File: config.mk
export PLATFORM = sky130hd
export DESIGN_NAME = pong_pixel_engine_flat
export DESIGN_NICKNAME = d
export VERILOG_FILES = /design/src/rtl/pong_pixel_engine_if.sv /design/src/rtl/pong_pixel_engine.sv /design/src/flat_wrapper.sv
export SDC_FILE = /design/constraint.sdc
export NUM_CORES = 1
export LEC_CHECK = 0
export BUFFER_PORTS_ARGS = -buffer_cell sky130_fd_sc_hd__buf_4
export CAP_MARGIN = 0
export CELL_PAD_IN_SITES_DETAIL_PLACEMENT = 0
export CELL_PAD_IN_SITES_GLOBAL_PLACEMENT = 1
export CORE_ASPECT_RATIO = 0.75
export CORE_MARGIN = 4
export CORE_UTILIZATION = 49
export CTS_CLUSTER_DIAMETER = 120
export DETAILED_ROUTE_END_ITERATION = 8
export GPL_TIMING_DRIVEN = 0
export HOLD_SLACK_MARGIN = 0.05
export PLACE_DENSITY_LB_ADDON = 0.1
export SLEW_MARGIN = 10
export SYNTH_ARGS = -nofsm -noshare
export SYNTH_HDL_FRONTEND = slang
export SYNTH_SLANG_ARGS = --single-unit
File: constraint.sdc
create_clock -name clk -period 9.88 [get_ports clk]
set_clock_uncertainty 0.05 [all_clocks]
set_input_delay 1.976 -clock clk [delete_from_list [all_inputs] [get_ports clk]]
set_output_delay 1.976 -clock clk [all_outputs]
set_load 0.03 [all_outputs]
File: src/rtl/pong_pixel_engine_if.sv
`default_nettype none
// ---------------------------------------------------------------------------
// pong_pixel_engine_if : timing, object and colour bundle for the renderer
// Rev 1.0
// ---------------------------------------------------------------------------
interface pong_pixel_engine_if #(
  parameter int COLOR_W = 4
);
  logic [11:0]        h_cnt;
  logic [11:0]        v_cnt;
  logic               enable;
  logic [11:0]        paddle1;
  logic [11:0]        paddle2;
  logic [11:0]        ball_x;
  logic [11:0]        ball_y;
  logic               goal_pulse;
  logic               goal_side;
  logic [COLOR_W-1:0] red;
  logic [COLOR_W-1:0] green;
  logic [COLOR_W-1:0] blue;
  logic               flashing;

  modport master (
    output h_cnt, v_cnt, enable, paddle1, paddle2, ball_x, ball_y,
           goal_pulse, goal_side,
    input  red, green, blue, flashing
  );

  modport slave (
    input  h_cnt, v_cnt, enable, paddle1, paddle2, ball_x, ball_y,
           goal_pulse, goal_side,
    output red, green, blue, flashing
  );
endinterface
`default_nettype wire

File: src/rtl/pong_pixel_engine.sv
`default_nettype none
// ---------------------------------------------------------------------------
// pong_pixel_engine : 2-stage registered Pong renderer with goal-flash FSM
// Rev 1.0
// ---------------------------------------------------------------------------
module pong_pixel_engine #(
  parameter int H_OFFSET     = 144,
  parameter int V_OFFSET     = 35,
  parameter int H_ACTIVE     = 640,
  parameter int V_ACTIVE     = 480,
  parameter int BORDER       = 10,
  parameter int PADDLE_LEN   = 50,
  parameter int PADDLE_W     = 10,
  parameter int PADDLE_INSET = 40,
  parameter int BALL_SIZE    = 10,
  parameter int COLOR_W      = 4,
  parameter int FLASH_FRAMES = 30,
  parameter int BLINK_LOG2   = 3
) (
  input  logic               clk,
  input  logic               rst_n,
  pong_pixel_engine_if.slave bus
);

  localparam logic [12:0] X0       = 13'(H_OFFSET);
  localparam logic [12:0] Y0       = 13'(V_OFFSET);
  localparam logic [12:0] BORDER_L = 13'(H_OFFSET + BORDER);
  localparam logic [12:0] BORDER_R = 13'(H_OFFSET + H_ACTIVE - BORDER);
  localparam logic [12:0] BORDER_T = 13'(V_OFFSET + BORDER);
  localparam logic [12:0] BORDER_B = 13'(V_OFFSET + V_ACTIVE - BORDER);
  localparam logic [12:0] MID_X    = 13'(H_OFFSET + H_ACTIVE / 2);
  localparam logic [12:0] SERVE_L  = 13'(H_OFFSET + H_ACTIVE / 2 - BORDER / 2);
  localparam logic [12:0] SERVE_R  = 13'(H_OFFSET + H_ACTIVE / 2 + BORDER / 2);
  localparam logic [12:0] LPAD_L   = 13'(H_OFFSET + PADDLE_INSET);
  localparam logic [12:0] LPAD_R   = 13'(H_OFFSET + PADDLE_INSET + PADDLE_W);
  localparam logic [12:0] RPAD_L   = 13'(H_OFFSET + H_ACTIVE - PADDLE_INSET - PADDLE_W);
  localparam logic [12:0] RPAD_R   = 13'(H_OFFSET + H_ACTIVE - PADDLE_INSET);
  localparam logic [12:0] PAD_LEN  = 13'(PADDLE_LEN);
  localparam logic [12:0] BALL_SZ  = 13'(BALL_SIZE);
  localparam logic [7:0]  FLASH_END = 8'(FLASH_FRAMES);
  localparam logic [COLOR_W-1:0] FULL = {COLOR_W{1'b1}};

  typedef enum logic [0:0] {IDLE = 1'b0, FLASH = 1'b1} state_t;

  logic        frame_start;
  logic [12:0] h, v, p1_top, p2_top, ball_left, ball_top;
  logic [11:0] p1_q, p1_d, p2_q, p2_d, bx_q, bx_d, by_q, by_d;
  logic        ball_hit_q, ball_hit_d, paddle_hit_q, paddle_hit_d;
  logic        serve_hit_q, serve_hit_d, border_hit_q, border_hit_d;
  logic        left_half_q, left_half_d, en_q, en_d;
  logic [COLOR_W-1:0] red_q, red_d, green_q, green_d, blue_q, blue_d;
  state_t      state_q;
  logic [7:0]  frame_cnt_q;
  logic        side_q, flashing_q, flash_on, conceding;

  assign frame_start = (bus.h_cnt == 12'd0) && (bus.v_cnt == 12'd0);

  always_comb begin
    h         = {1'b0, bus.h_cnt};
    v         = {1'b0, bus.v_cnt};
    p1_d      = frame_start ? bus.paddle1 : p1_q;
    p2_d      = frame_start ? bus.paddle2 : p2_q;
    bx_d      = frame_start ? bus.ball_x  : bx_q;
    by_d      = frame_start ? bus.ball_y  : by_q;
    p1_top    = Y0 + {1'b0, p1_q};
    p2_top    = Y0 + {1'b0, p2_q};
    ball_left = X0 + {1'b0, bx_q};
    ball_top  = Y0 + {1'b0, by_q};

    border_hit_d = (h < BORDER_L) || (h >= BORDER_R) || (v < BORDER_T) || (v >= BORDER_B);
    serve_hit_d  = (h >= SERVE_L) && (h < SERVE_R);
    paddle_hit_d = ((h >= LPAD_L) && (h < LPAD_R) && (v >= p1_top) && (v < p1_top + PAD_LEN))
                || ((h >= RPAD_L) && (h < RPAD_R) && (v >= p2_top) && (v < p2_top + PAD_LEN));
    ball_hit_d   = (h >= ball_left) && (h < ball_left + BALL_SZ)
                && (v >= ball_top) && (v < ball_top + BALL_SZ);
    left_half_d  = (h < MID_X);
    en_d         = bus.enable;
  end

  // Flash-on is the first half of each blink period; the conceding half turns red.
  assign flash_on  = (state_q == FLASH) && !frame_cnt_q[BLINK_LOG2];
  assign conceding = side_q ? !left_half_q : left_half_q;

  always_comb begin
    red_d   = '0;
    green_d = '0;
    blue_d  = '0;
    if (en_q) begin
      if (ball_hit_q || paddle_hit_q || serve_hit_q) begin
        red_d   = FULL;
        green_d = FULL;
        blue_d  = FULL;
      end else if (border_hit_q) begin
        red_d = FULL;
        if (!(flash_on && conceding)) begin
          green_d = FULL;
          blue_d  = FULL;
        end
      end
    end
  end

  always_ff @(posedge clk or negedge rst_n) begin
    if (!rst_n) begin
      p1_q         <= '0;
      p2_q         <= '0;
      bx_q         <= '0;
      by_q         <= '0;
      ball_hit_q   <= 1'b0;
      paddle_hit_q <= 1'b0;
      serve_hit_q  <= 1'b0;
      border_hit_q <= 1'b0;
      left_half_q  <= 1'b0;
      en_q         <= 1'b0;
      red_q        <= '0;
      green_q      <= '0;
      blue_q       <= '0;
    end else begin
      p1_q         <= p1_d;
      p2_q         <= p2_d;
      bx_q         <= bx_d;
      by_q         <= by_d;
      ball_hit_q   <= ball_hit_d;
      paddle_hit_q <= paddle_hit_d;
      serve_hit_q  <= serve_hit_d;
      border_hit_q <= border_hit_d;
      left_half_q  <= left_half_d;
      en_q         <= en_d;
      red_q        <= red_d;
      green_q      <= green_d;
      blue_q       <= blue_d;
    end
  end

  // goal_pulse has priority over the frame tick, so a coincident frame_start leaves frame_cnt at 0.
  always_ff @(posedge clk or negedge rst_n) begin
    if (!rst_n) begin
      state_q     <= IDLE;
      frame_cnt_q <= 8'd0;
      side_q      <= 1'b0;
      flashing_q  <= 1'b0;
    end else if (bus.goal_pulse) begin
      state_q     <= FLASH;
      frame_cnt_q <= 8'd0;
      side_q      <= bus.goal_side;
      flashing_q  <= 1'b1;
    end else if ((state_q == FLASH) && frame_start) begin
      frame_cnt_q <= frame_cnt_q + 8'd1;
      if (frame_cnt_q + 8'd1 == FLASH_END) begin
        state_q    <= IDLE;
        flashing_q <= 1'b0;
      end
    end
  end

  assign bus.red      = red_q;
  assign bus.green    = green_q;
  assign bus.blue     = blue_q;
  assign bus.flashing = flashing_q;

endmodule
`default_nettype wire

File: src/flat_wrapper.sv
// flat-port wrapper written by rule: the top's interface ports become plain ports
module pong_pixel_engine_flat 
#(
  parameter int H_OFFSET     = 144,
  parameter int V_OFFSET     = 35,
  parameter int H_ACTIVE     = 640,
  parameter int V_ACTIVE     = 480,
  parameter int BORDER       = 10,
  parameter int PADDLE_LEN   = 50,
  parameter int PADDLE_W     = 10,
  parameter int PADDLE_INSET = 40,
  parameter int BALL_SIZE    = 10,
  parameter int COLOR_W      = 4,
  parameter int FLASH_FRAMES = 30,
  parameter int BLINK_LOG2   = 3
)
  (clk, rst_n, bus_h_cnt, bus_v_cnt, bus_enable, bus_paddle1, bus_paddle2, bus_ball_x, bus_ball_y, bus_goal_pulse, bus_goal_side, bus_red, bus_green, bus_blue, bus_flashing);
  pong_pixel_engine_if #(.COLOR_W(COLOR_W)) bus_i ();
  input  logic clk;
  input  logic rst_n;
  input wire logic [$bits(bus_i.h_cnt)-1:0] bus_h_cnt;
  input wire logic [$bits(bus_i.v_cnt)-1:0] bus_v_cnt;
  input wire logic [$bits(bus_i.enable)-1:0] bus_enable;
  input wire logic [$bits(bus_i.paddle1)-1:0] bus_paddle1;
  input wire logic [$bits(bus_i.paddle2)-1:0] bus_paddle2;
  input wire logic [$bits(bus_i.ball_x)-1:0] bus_ball_x;
  input wire logic [$bits(bus_i.ball_y)-1:0] bus_ball_y;
  input wire logic [$bits(bus_i.goal_pulse)-1:0] bus_goal_pulse;
  input wire logic [$bits(bus_i.goal_side)-1:0] bus_goal_side;
  output wire logic [$bits(bus_i.red)-1:0] bus_red;
  output wire logic [$bits(bus_i.green)-1:0] bus_green;
  output wire logic [$bits(bus_i.blue)-1:0] bus_blue;
  output wire logic [$bits(bus_i.flashing)-1:0] bus_flashing;
  assign bus_i.h_cnt = bus_h_cnt;
  assign bus_i.v_cnt = bus_v_cnt;
  assign bus_i.enable = bus_enable;
  assign bus_i.paddle1 = bus_paddle1;
  assign bus_i.paddle2 = bus_paddle2;
  assign bus_i.ball_x = bus_ball_x;
  assign bus_i.ball_y = bus_ball_y;
  assign bus_i.goal_pulse = bus_goal_pulse;
  assign bus_i.goal_side = bus_goal_side;
  assign bus_red = bus_i.red;
  assign bus_green = bus_i.green;
  assign bus_blue = bus_i.blue;
  assign bus_flashing = bus_i.flashing;
  pong_pixel_engine #(.H_OFFSET(H_OFFSET), .V_OFFSET(V_OFFSET), .H_ACTIVE(H_ACTIVE), .V_ACTIVE(V_ACTIVE), .BORDER(BORDER), .PADDLE_LEN(PADDLE_LEN), .PADDLE_W(PADDLE_W), .PADDLE_INSET(PADDLE_INSET), .BALL_SIZE(BALL_SIZE), .COLOR_W(COLOR_W), .FLASH_FRAMES(FLASH_FRAMES), .BLINK_LOG2(BLINK_LOG2)) u_core (.clk(clk), .rst_n(rst_n), .bus(bus_i));
endmodule
==> summary.md, run 1 <==
| Metric | Value |
|---|---|
| RSZ-0062 raised after global routing | `no` |
| Maxcap violations | `0` |
| CP Max Fanout | `10` |
| CP peak stage delay | `about 0.46 ns` |
| Hold_buf cts | `0` |
| WL final | `17100 um` |
| Starting Density | `0.507` |
| Number of routed nets with antenna violations | `0` |
| Antenna violations before repair | `0` |
| Largest net degree at the start of global routing | `67` |
| Reg clk slew, reported paths | `0.06 ns` |
| Clk_lat worst skew | `0.35 ns` |
| WS Path Type | `in2reg` |
| Sink Count | `66` |
| CTS Buffer Depth | `2` |
| Die ar. | `roughly 16000 um^2` |
| Fmax | `0.252 GHz` |
| Fin nets | `1006` |
| Routed vias | `a little under 6000` |
| Final hold violations | `0` |
| Mapped Nets | `906` |
| I/O pins | `90` |
| DR vias/cell | `approximately 5.8` |
| Number of CTS-inserted buffers | `9` |
| Rows | `36` |
| Hold WS | `around 0.45 ns` |
| Residual DRC | `0` |
| Slew Viols, Final | `0` |
| Total GRT Usage | `0.228` |
| Critical Path End Type | `flip-flop` |
| Share of cells above drive strength 1 | `0.215` |
| First DRT Iteration DRCs | `237` |
| Vias in the first global route | `5675` |
| Area Growth Syn to Fin | `17.8%` |
| P per Cell Area | `91.3 nW/um^2` |
| Relative slew slack | `0.418` |
| Critical Path RT | `~10 ns` |
| Netlist Area Pre-Place | `6670 um^2` |
| Die Span Y | `between 100 and 150 um` |
| Die width | `143 um` |
| CP delay by family, top | `simple AND/OR/NAND/NOR gates` |
| H-tree lvl count | `3` |
| Flop2flop setup slack | `6.08 ns` |
| Clock period minus final worst setup slack | `3.97 ns` |
| Pre-antenna DRT Iters | `4` |
| Buf/Inv on CP | `3` |
| Antenna cells | `0` |
| Yosys reg bits | `66` |
| Overflow after GRT | `0` |
| Final period util | `0.401` |
| CTS tree | `done` |
| Status | `finished clean` |
| Wire per inst | `around 17 um` |
| Setup tns final | `0 ns` |
| Port Buffers | `just under 90` |
| Fillers | `~1100` |
| Detailed Place HPWL | `13400 um` |
| Seq/Total Area, Yosys | `0.248` |
| Lkg Pwr | `3.63 nW` |
| Unique masters post-synth | `76` |
| Slowest stage cell, crit path | `nor3_4` |
| Top FF cell, synth | `dfrtp_1` |
| Postcts setup bufs | `0` |
| Post-CTS Resized | `0` |
| Core area | `13200 um^2` |
| Worst path depth | `7` |
| Arrival time at the worst endpoint | `4.14 ns` |
| Worst hold path class | `reg2reg` |
| Worst Setup Start Kind | `input port` |
| GP Congestion | `roughly 0.87` |
| Clock Tree Root | `clkbuf_16` |
| Post-synth ARST share | `1.00` |
| Tot Pwr | `just over 0.7 mW` |
| First-pass GRT wire length | `roughly 28000 um` |
| Hold path cells | `1` |
| Worst-path cell chain | `buf_4, or3_4, or2_0, buf_6, nor3_4, buf_2, mux2_2` |
| Final setup vio count | `0` |
| Synthesis Warnings | `0` |
| Tightest Pin Transition | `~0.87 ns` |
| VDD IR max | `94.5 uV` |
| Syn_area_per_cell | `9.18 um^2` |
| Post-synthesis instance total | `726` |
| Post-synth EDFFs | `0` |
| Reg2Reg Depth | `15` |
[kinds of logic after synthesis]
logic type | share of synthesized area
mux | 0.0646
buf+inv | 0.0496
compound gates | 0.173
simple gates | 0.174
xor+xnor | 0.0972
fa+ha+maj | 0.193
flops | 0.248
[metrics by stage]
step	std cells	utilization	instance area [um^2]	setup slack, ns
global route	1002	0.597	7850	5.82
CTS	1002	0.597	7850	5.91
floorplan	726	-	6670	6.11
detailed placement	986	0.574	7550	5.55
finish	1002	0.597	7850	5.91
global placement	986	0.574	7550	5.56
[report_power, final]
part           switching, mW  internal, mW  leakage (nW)
Sequential           0.00184         0.272         0.830
Combinational         0.0571        0.0520          2.65
Clock                  0.131         0.203         0.149
Total                  0.190         0.527          3.63
[worst paths after layout]
check                                      end      startpoint
setup / recovery                u_core.bx_q[8]   bus_h_cnt[10]
hold / removal               u_core.bus.red[2]     u_core.en_q
setup reg to reg           u_core.paddle_hit_q  u_core.p1_q[0]
hold reg to reg              u_core.bus.red[2]     u_core.en_q
max in group asynchronous       u_core.p1_q[9]           rst_n
min in group asynchronous       u_core.bx_q[6]           rst_n
[metal layers]
metal,up-vias,part of all wire,GRT usage
met5,-,0,0
met4,0,0.021,0.0821
met3,28,0.069,0.0473
met2,142,0.44,0.363
met1,2738,0.47,0.308
li1,2883,-,-
[flip-flops by register name, indices dropped and copies added, names as in the netlist]
signal / count
u_core.bx_q: 12
u_core.by_q: 12
u_core.p1_q: 12
u_core.p2_q: 12
u_core.frame_cnt_q: 8
u_core.ball_hit_q: 1
u_core.border_hit_q: 1
u_core.bus.green: 1
u_core.bus.red: 1
u_core.en_q: 1
u_core.left_half_q: 1
u_core.paddle_hit_q: 1
u_core.serve_hit_q: 1
u_core.side_q: 1
u_core.state_q: 1
[synthesized netlist by cell type, drive strengths merged, types with 3 or more instances]
cell     count  area (um^2)
nand2       47          176
nor4        12         96.3
a211oi       9         67.6
o211a        4         40.0
a21o         9         67.6
a2111oi      6         90.1
a31oi       11         75.1
nand4b       4         35.0
dfrtp       66         1650
o211ai      10         75.1
a21oi       35          175
buf         22          141
nand4       15          100
o2111ai      8         76.3
nand3b       4         30.0
clkbuf      11         42.5
nor3        18          101
o22ai        4         25.0
o311ai       3         26.3
and3b        3         26.3
xnor2       32          280
or3          5         36.3
nand2b      15         93.8
ha         103         1290
nor2b        6         37.5
and3         5         31.3
inv         39          146
nor3b        8         65.1
mux2        37          420
o21a         3         22.5
a22oi        3         22.5
nand3       18         90.1
nor2        32          123
o21ai       42          210
xor2        42          368
[final cells by class]
| type | instances | area [um^2] | area share |
|---|---|---|---|
| buffer | 33 | 184 | 0.0234 |
| timing repair buffer | 89 | 668 | 0.0851 |
| inverter | 39 | 146 | 0.0186 |
| tap | 171 | 214 | 0.0273 |
| clock inverter | 6 | 65.1 | 0.00829 |
| sequential | 66 | 1650 | 0.210 |
| clock buffer | 10 | 239 | 0.0304 |
| multi-input combinational | 588 | 4680 | 0.596 |
[cell usage in the layout, fill, tap and decap left out, drive strengths merged, types with 4 or more instances in the layout]
master / n
nor3: 18
nor2b: 6
nor4: 12
nand4: 15
o22ai: 4
nand3b: 4
ha: 103
a31oi: 11
nand3: 18
a21oi: 35
buf: 111
o211a: 4
a21o: 9
clkbuf: 21
nand4b: 4
nor2: 32
o2111ai: 8
nor3b: 8
and3: 5
o211ai: 10
a2111oi: 6
o21ai: 42
xor2: 42
inv: 40
mux2: 37
a211oi: 9
nand2: 47
dfrtp: 66
xnor2: 32
nand2b: 15
or3: 5
Power figures use the tool's default switching activity.
==> inputs of run 2 (changes only) <==
CORE_UTILIZATION = 41   (was 49)
clock period = 3.6 ns   (was 9.88 ns; I/O delays follow)
==> summary.md, run 2 (synthesized netlist as in run 1, its figures left out) <==
| Metric | Value |
|---|---|
| Status | `finished clean` |
| Share of cells above drive strength 1 | `0.241 (+0.0259)` |
| Clock Tree Root | `clkbuf_16` |
| RSZ-0062 raised after global routing | `no` |
| Residual DRC | `0 (unchanged)` |
| Fin util | `0.507 (-0.0904)` |
| Tot Pwr | `1.97 mW (+170%)` |
| Sink Count | `66 (unchanged)` |
| I/O pins | `90 (unchanged)` |
| Hold WS | `0.434 ns (-0.0135 ns)` |
| Pre-antenna DRT Iters | `4 (unchanged)` |
| Die ar. | `18400 um^2 (+18%)` |
| Worst hold path class | `in2reg` |
| Reg clk slew, reported paths | `0.06 ns (about the same)` |
| H-tree lvl count | `3 (unchanged)` |
| Number of routed nets with antenna violations | `0 (unchanged)` |
| Final period util | `0.948` |
| Rows | `40 (+11%)` |
| CTS Buffer Depth | `2 (unchanged)` |
| DP Cell Count | `1025 (+4.0%)` |
| Tightest Pin Transition | `0.888 ns (+0.0146 ns)` |
| DR vias/cell | `5.54 (-4.2%)` |
| Maxcap violations | `0 (unchanged)` |
| Die Span Y | `118 um (+8.6%)` |
| WS Path Type | `reg2reg` |
| Worst-path cell chain | `clkbuf_4, inv_2, ha_4, and3b_1, or3_1, a31oi_4, nor3_1, xor2_1, ha_1, a211o_1, a31oi_1, o21ai_0, a31oi_1, a21oi_1, o32ai_1` |
| Vias in the first global route | `5729 (+0.95%)` |
| Detailed Place HPWL | `13700 um (+1.6%)` |
| Fmax | `0.293 GHz` |
| Largest net degree at the start of global routing | `67 (unchanged)` |
| CP Max Fanout | `8 (-2)` |
| First-pass GRT wire length | `28700 um (+1.5%)` |
| Antenna violations before repair | `0 (unchanged)` |
| Overflow after GRT | `0 (unchanged)` |
| P per Cell Area | `243 nW/um^2 (+170%)` |
| Buf/Inv on CP | `2 (-1)` |
| Wire per inst | `17.1 um (about the same)` |
| Arrival time at the worst endpoint | `3.60 ns (-0.54 ns)` |
| Slowest stage cell, crit path | `dfrtp_1` |
| Setup tns final | `0 ns (unchanged)` |
| CTS tree | `done` |
| Slew Viols, Final | `0 (unchanged)` |
| First DRT Iteration DRCs | `297 (+25%)` |
| Antenna cells | `0 (unchanged)` |
| Fin nets | `1010 (+0.40%)` |
| Clock period minus final worst setup slack | `approximately 3.4 ns` |
| Relative slew slack | `0.408 (-0.00976)` |
| Crit path top cell by count | `a31oi_1` |
| Starting Density | `0.417 (-0.0893)` |
| Critical Path RT | `3.79 ns (-6.27 ns)` |
| VDD IR max | `179 uV (+90%)` |
| CP delay by family, top | `compound AO/OA/AOI/OAI gates` |
| Core area | `16000 um^2 (+21%)` |
| CP peak stage delay | `0.36 ns (-0.10 ns)` |
| Most frequent cells in the layout | `103 x buf_4, 101 x ha_1, 64 x dfrtp_1, 46 x nand2_1, 42 x o21ai_0` |
| Worst Setup Start Kind | `flip-flop` |
| Total GRT Usage | `0.193 (-0.0348)` |
| Number of CTS-inserted buffers | `9 (unchanged)` |
| Clk_lat worst skew | `0.35 ns (about the same)` |
| WL final | `17800 um (+4.1%)` |
| Most common cell after layout, fill and taps aside | `buf_4` |
| Area Growth Syn to Fin | `21.3%` |
| GP Congestion | `0.827 (-4.7%)` |
| Lkg Pwr | `3.67 nW (+1.0%)` |
| Final Non-Filler Cells | `1043 (+4.1%)` |
| Die width | `155 um (+8.8%)` |
| Port Buffers | `89 (unchanged)` |
| Final hold violations | `0 (unchanged)` |
| Routed vias | `5774 (-0.29%)` |
| Final setup vio count | `0 (unchanged)` |
| Critical Path End Type | `flip-flop` |
==> run 2: cell types whose count changed in the layout (fill, tap and decap cells not counted), moves of 2 or more <==
cell / previous run / this run
ha_1: 103 / 101
buf_4: 99 / 103
buf_2: 11 / 9
xnor2_4: 0 / 2
clkinv_2: 2 / 0
xnor2_1: 32 / 29
clkbuf_4: 0 / 2
a21oi_1: 35 / 32
inv_2: 0 / 2
dfrtp_2: 0 / 2
inv_1: 39 / 37
a21oi_2: 0 / 2
dfrtp_1: 66 / 64
==> run 2: cell type report <==
class                           count  area, um^2
Clock buffer                       12         256
Tap cell                          210         263
Sequential cell                    66        1650
Buffer                             33         190
Multi-Input combinational cell    588        4840
Timing Repair Buffer               93         698
Inverter                           39         146
Fill cell                        1513        7880
Clock inverter                      2        37.5
==> run 2: power by group <==
part	leakage, nW	internal (mW)	switching (mW)
Clock	0.141	0.567	0.348
Sequential	0.830	0.747	0.00469
Combinational	2.70	0.143	0.159
==> run 2: final timing paths <==
kind                       slack, ns             endpoint                start  cells past startpoint
max                             0.19  u_core.paddle_hit_q       u_core.p1_q[0]                     15
min                             0.43          u_core.en_q           bus_enable                      1
max reg2reg                     0.19  u_core.paddle_hit_q       u_core.p1_q[0]                     15
min reg2reg                     0.44    u_core.bus.red[2]  u_core.border_hit_q                      1
max in group asynchronous       2.42       u_core.p2_q[1]                rst_n                      1
min in group asynchronous       0.45       u_core.bx_q[3]                rst_n                      1
==> run 2: metrics by stage <==
stage,worst slack (ns),cell area (um^2)
after floorplan,0.414,6670
after global placement,0.0267,7600
after detailed placement,-0.0302,7600
after CTS,0.00963,7900
after global routing,0.00353,8090
final,0.186,8090
==> run 2: per-layer routing <==
metal	up-vias	GRT usage	wire length [um]
met5	-	0	0
met2	107	0.307	8230
met4	0	0.0596	312
met1	2746	0.265	8490
li1	2901	-	-
met3	20	0.0381	808
==> run 2: what timing repair did <==
action	in CTS	in global routing
hold endpoints to repair	0	0
buffers inserted	0	4
gates resized for setup	1	31
endpoints found under the setup margin	1	2
pin swaps	0	5
hold buffers	0	0
==> inputs of run 3 (changes only) <==
PLACE_DENSITY = 0.76   (was default)
PLACE_DENSITY_LB_ADDON = default   (was 0.1)
==> summary.md, run 3 (synthesized netlist as in run 1, its figures left out) <==
| Metric | Value |
|---|---|
| Clock period minus final worst setup slack | `3.44 ns (+0.0295 ns)` |
| Critical Path RT | `3.79 ns (about the same)` |
| Post-place instance area | `7600 um^2 (unchanged)` |
| Reg2reg start | `u_core.p1_q[0]` |
| Vias in the first global route | `5917 (+3.3%)` |
| Pre-antenna DRT Iters | `5 (+1)` |
| Number of routed nets with antenna violations | `0 (unchanged)` |
| Hold path cells | `1 (unchanged)` |
| Worst R2R End | `u_core.paddle_hit_q` |
| Clock Tree Root | `clkbuf_16` |
| Reg clk slew, reported paths | `0.06 ns (about the same)` |
| Lkg Pwr | `3.65 nW (-0.39%)` |
| Starting Density | `0.417 (unchanged)` |
| Most frequent cells in the layout | `101 x ha_1, 101 x buf_4, 63 x dfrtp_1, 46 x nand2_1, 42 x o21ai_0` |
| VDD IR max | `191 uV (+6.3%)` |
| WS Path Type | `reg2reg` |
| Hold_buf cts | `0 (unchanged)` |
| Flop2flop setup slack | `0.16 ns (-0.03 ns)` |
| Fin area | `8040 um^2 (-0.65%)` |
| Reg2Reg Depth | `15 (unchanged)` |
| Buf/Inv on CP | `2 (unchanged)` |
| Sink Count | `66 (unchanged)` |
| Rows | `40 (unchanged)` |
| Core area | `16000 um^2 (unchanged)` |
| Critical Path End Type | `flip-flop` |
| CTS tree | `done` |
| Relative slew slack | `0.418 (+0.0101)` |
| Antenna violations before repair | `0 (unchanged)` |
| Maxcap violations | `0 (unchanged)` |
| Die Span Y | `118 um (unchanged)` |
| CP Max Fanout | `8 (unchanged)` |
| CP delay by family, top | `compound AO/OA/AOI/OAI gates` |
| Crit path top cell by count | `a31oi_1` |
| Final setup vio count | `0 (unchanged)` |
| Fin util | `0.503 (-0.00329)` |
| Worst Setup Start Kind | `flip-flop` |
| CP peak stage delay | `0.37 ns (about the same)` |
| Overflow after GRT | `0 (unchanged)` |
| Detailed Place HPWL | `13800 um (+0.86%)` |
| Die ar. | `18400 um^2 (unchanged)` |
| Area Growth Syn to Fin | `20.6%` |
| DR vias/cell | `5.58 (+0.80%)` |
| Status | `finished clean` |
| Fin nets | `1008 (-0.20%)` |
| Final hold violations | `0 (unchanged)` |
| Residual DRC | `0 (unchanged)` |
| Routed vias | `5820 (+0.80%)` |
| Total GRT Usage | `0.193 (about the same)` |
| Tot Pwr | `1.89 mW (-3.9%)` |
| Slowest stage cell, crit path | `or3_1` |
| Antenna cells | `0 (unchanged)` |
| Final period util | `0.957 (+0.00820)` |
| Worst hold path class | `in2reg` |
| Number of CTS-inserted buffers | `9 (unchanged)` |
| P per Cell Area | `235 nW/um^2 (-3.3%)` |
| Largest net degree at the start of global routing | `67 (unchanged)` |
| Worst-path cell chain | `buf_2, inv_1, ha_4, and3b_1, or3_1, a31oi_4, nor3_1, xor2_1, ha_1, a211o_1, a31oi_1, o21ai_0, a31oi_1, a21oi_1, o32ai_2` |
| Slew Viols, Final | `0 (unchanged)` |
| Die width | `155 um (unchanged)` |
| Wire per inst | `16.8 um (-1.8%)` |
| Critical Path Sink | `u_core.paddle_hit_q` |
| Port Buffers | `89 (unchanged)` |
| First-pass GRT wire length | `28900 um (+0.87%)` |
| Arrival time at the worst endpoint | `3.63 ns (+0.03 ns)` |
| I/O pins | `90 (unchanged)` |
| Share of cells above drive strength 1 | `0.240 (-0.00120)` |
| WL final | `17500 um (-1.8%)` |
| Tightest Pin Transition | `0.873 ns (-0.0151 ns)` |
| CTS Buffer Depth | `2 (unchanged)` |
| Worst path depth | `15 (unchanged)` |
| First DRT Iteration DRCs | `291 (-2.0%)` |
| Fmax | `0.290 GHz (-0.86%)` |
| Crit path from | `u_core.p1_q[0]` |
| Clk_lat worst skew | `0.35 ns (about the same)` |
| GP Congestion | `0.836 (+1.1%)` |
| H-tree lvl count | `3 (unchanged)` |
[run 3: worst register-to-register path: cells and delay by family (launching register included)]
kind | cells | cell delay, ns
AOI/OAI and AO/OA | 7 | 1.26
adders and majority gates | 2 | 0.51
xor gates and xnor gates | 1 | 0.16
buffers and inverters | 2 | 0.32
DFF | 1 | 0.35
and+or+nand+nor | 3 | 0.68
[run 3: final cells by class]
| type | count | area, um^2 |
|---|---|---|
| Buffer | 33 | 185 |
| Clock buffer | 11 | 243 |
| Clock inverter | 5 | 37.5 |
| Fill cell | 1483 | 7930 |
| Inverter | 39 | 146 |
| Multi-Input combinational cell | 588 | 4820 |
| Sequential cell | 66 | 1660 |
| Tap cell | 210 | 263 |
| Timing Repair Buffer | 91 | 683 |
[run 3: what timing repair did]
action / CTS / global route
pin swaps: 0 / 2
setup buffers: 0 / 2
gates resized for setup: 8 / 20
endpoints found under the setup margin: 2 / 2
gates cloned: 0 / 0
[run 3: routing by layer]
layer | GRT usage | share of wire | vias up
met5 | 0 | 0 | -
met4 | 0.0470 | 0.012 | 0
met3 | 0.0461 | 0.044 | 10
met2 | 0.316 | 0.47 | 102
met1 | 0.258 | 0.48 | 2815
li1 | - | - | 2893
[run 3: how the worst min path moves through the flow]
stage                             end                 from  slack [ns]
floorplan           u_core.ball_hit_q                rst_n        0.37
global placement    u_core.bus.red[2]          u_core.en_q        0.43
detailed placement  u_core.bus.red[2]  u_core.border_hit_q        0.44
CTS                       u_core.en_q           bus_enable        0.41
global route              u_core.en_q           bus_enable        0.41
finish                    u_core.en_q           bus_enable        0.43
[run 3: report_power, final]
part | switching, mW | internal [mW]
Combinational | 0.158 | 0.143
Sequential | 0.00428 | 0.746
Clock | 0.353 | 0.487
[run 3: per-stage QoR]
step / hold WS (ns) / setup slack, ns / cells / setup TNS (ns)
final: 0.427 / 0.156 / 1043 / 0
after global routing: 0.411 / -0.000557 / 1043 / -0.000557
after CTS: 0.414 / 0.0264 / 1041 / 0
after detailed placement: 0.435 / -0.0716 / 1025 / -0.0950
after global placement: 0.429 / 0.0568 / 1025 / 0
after floorplan: 0.374 / 0.414 / 726 / 0
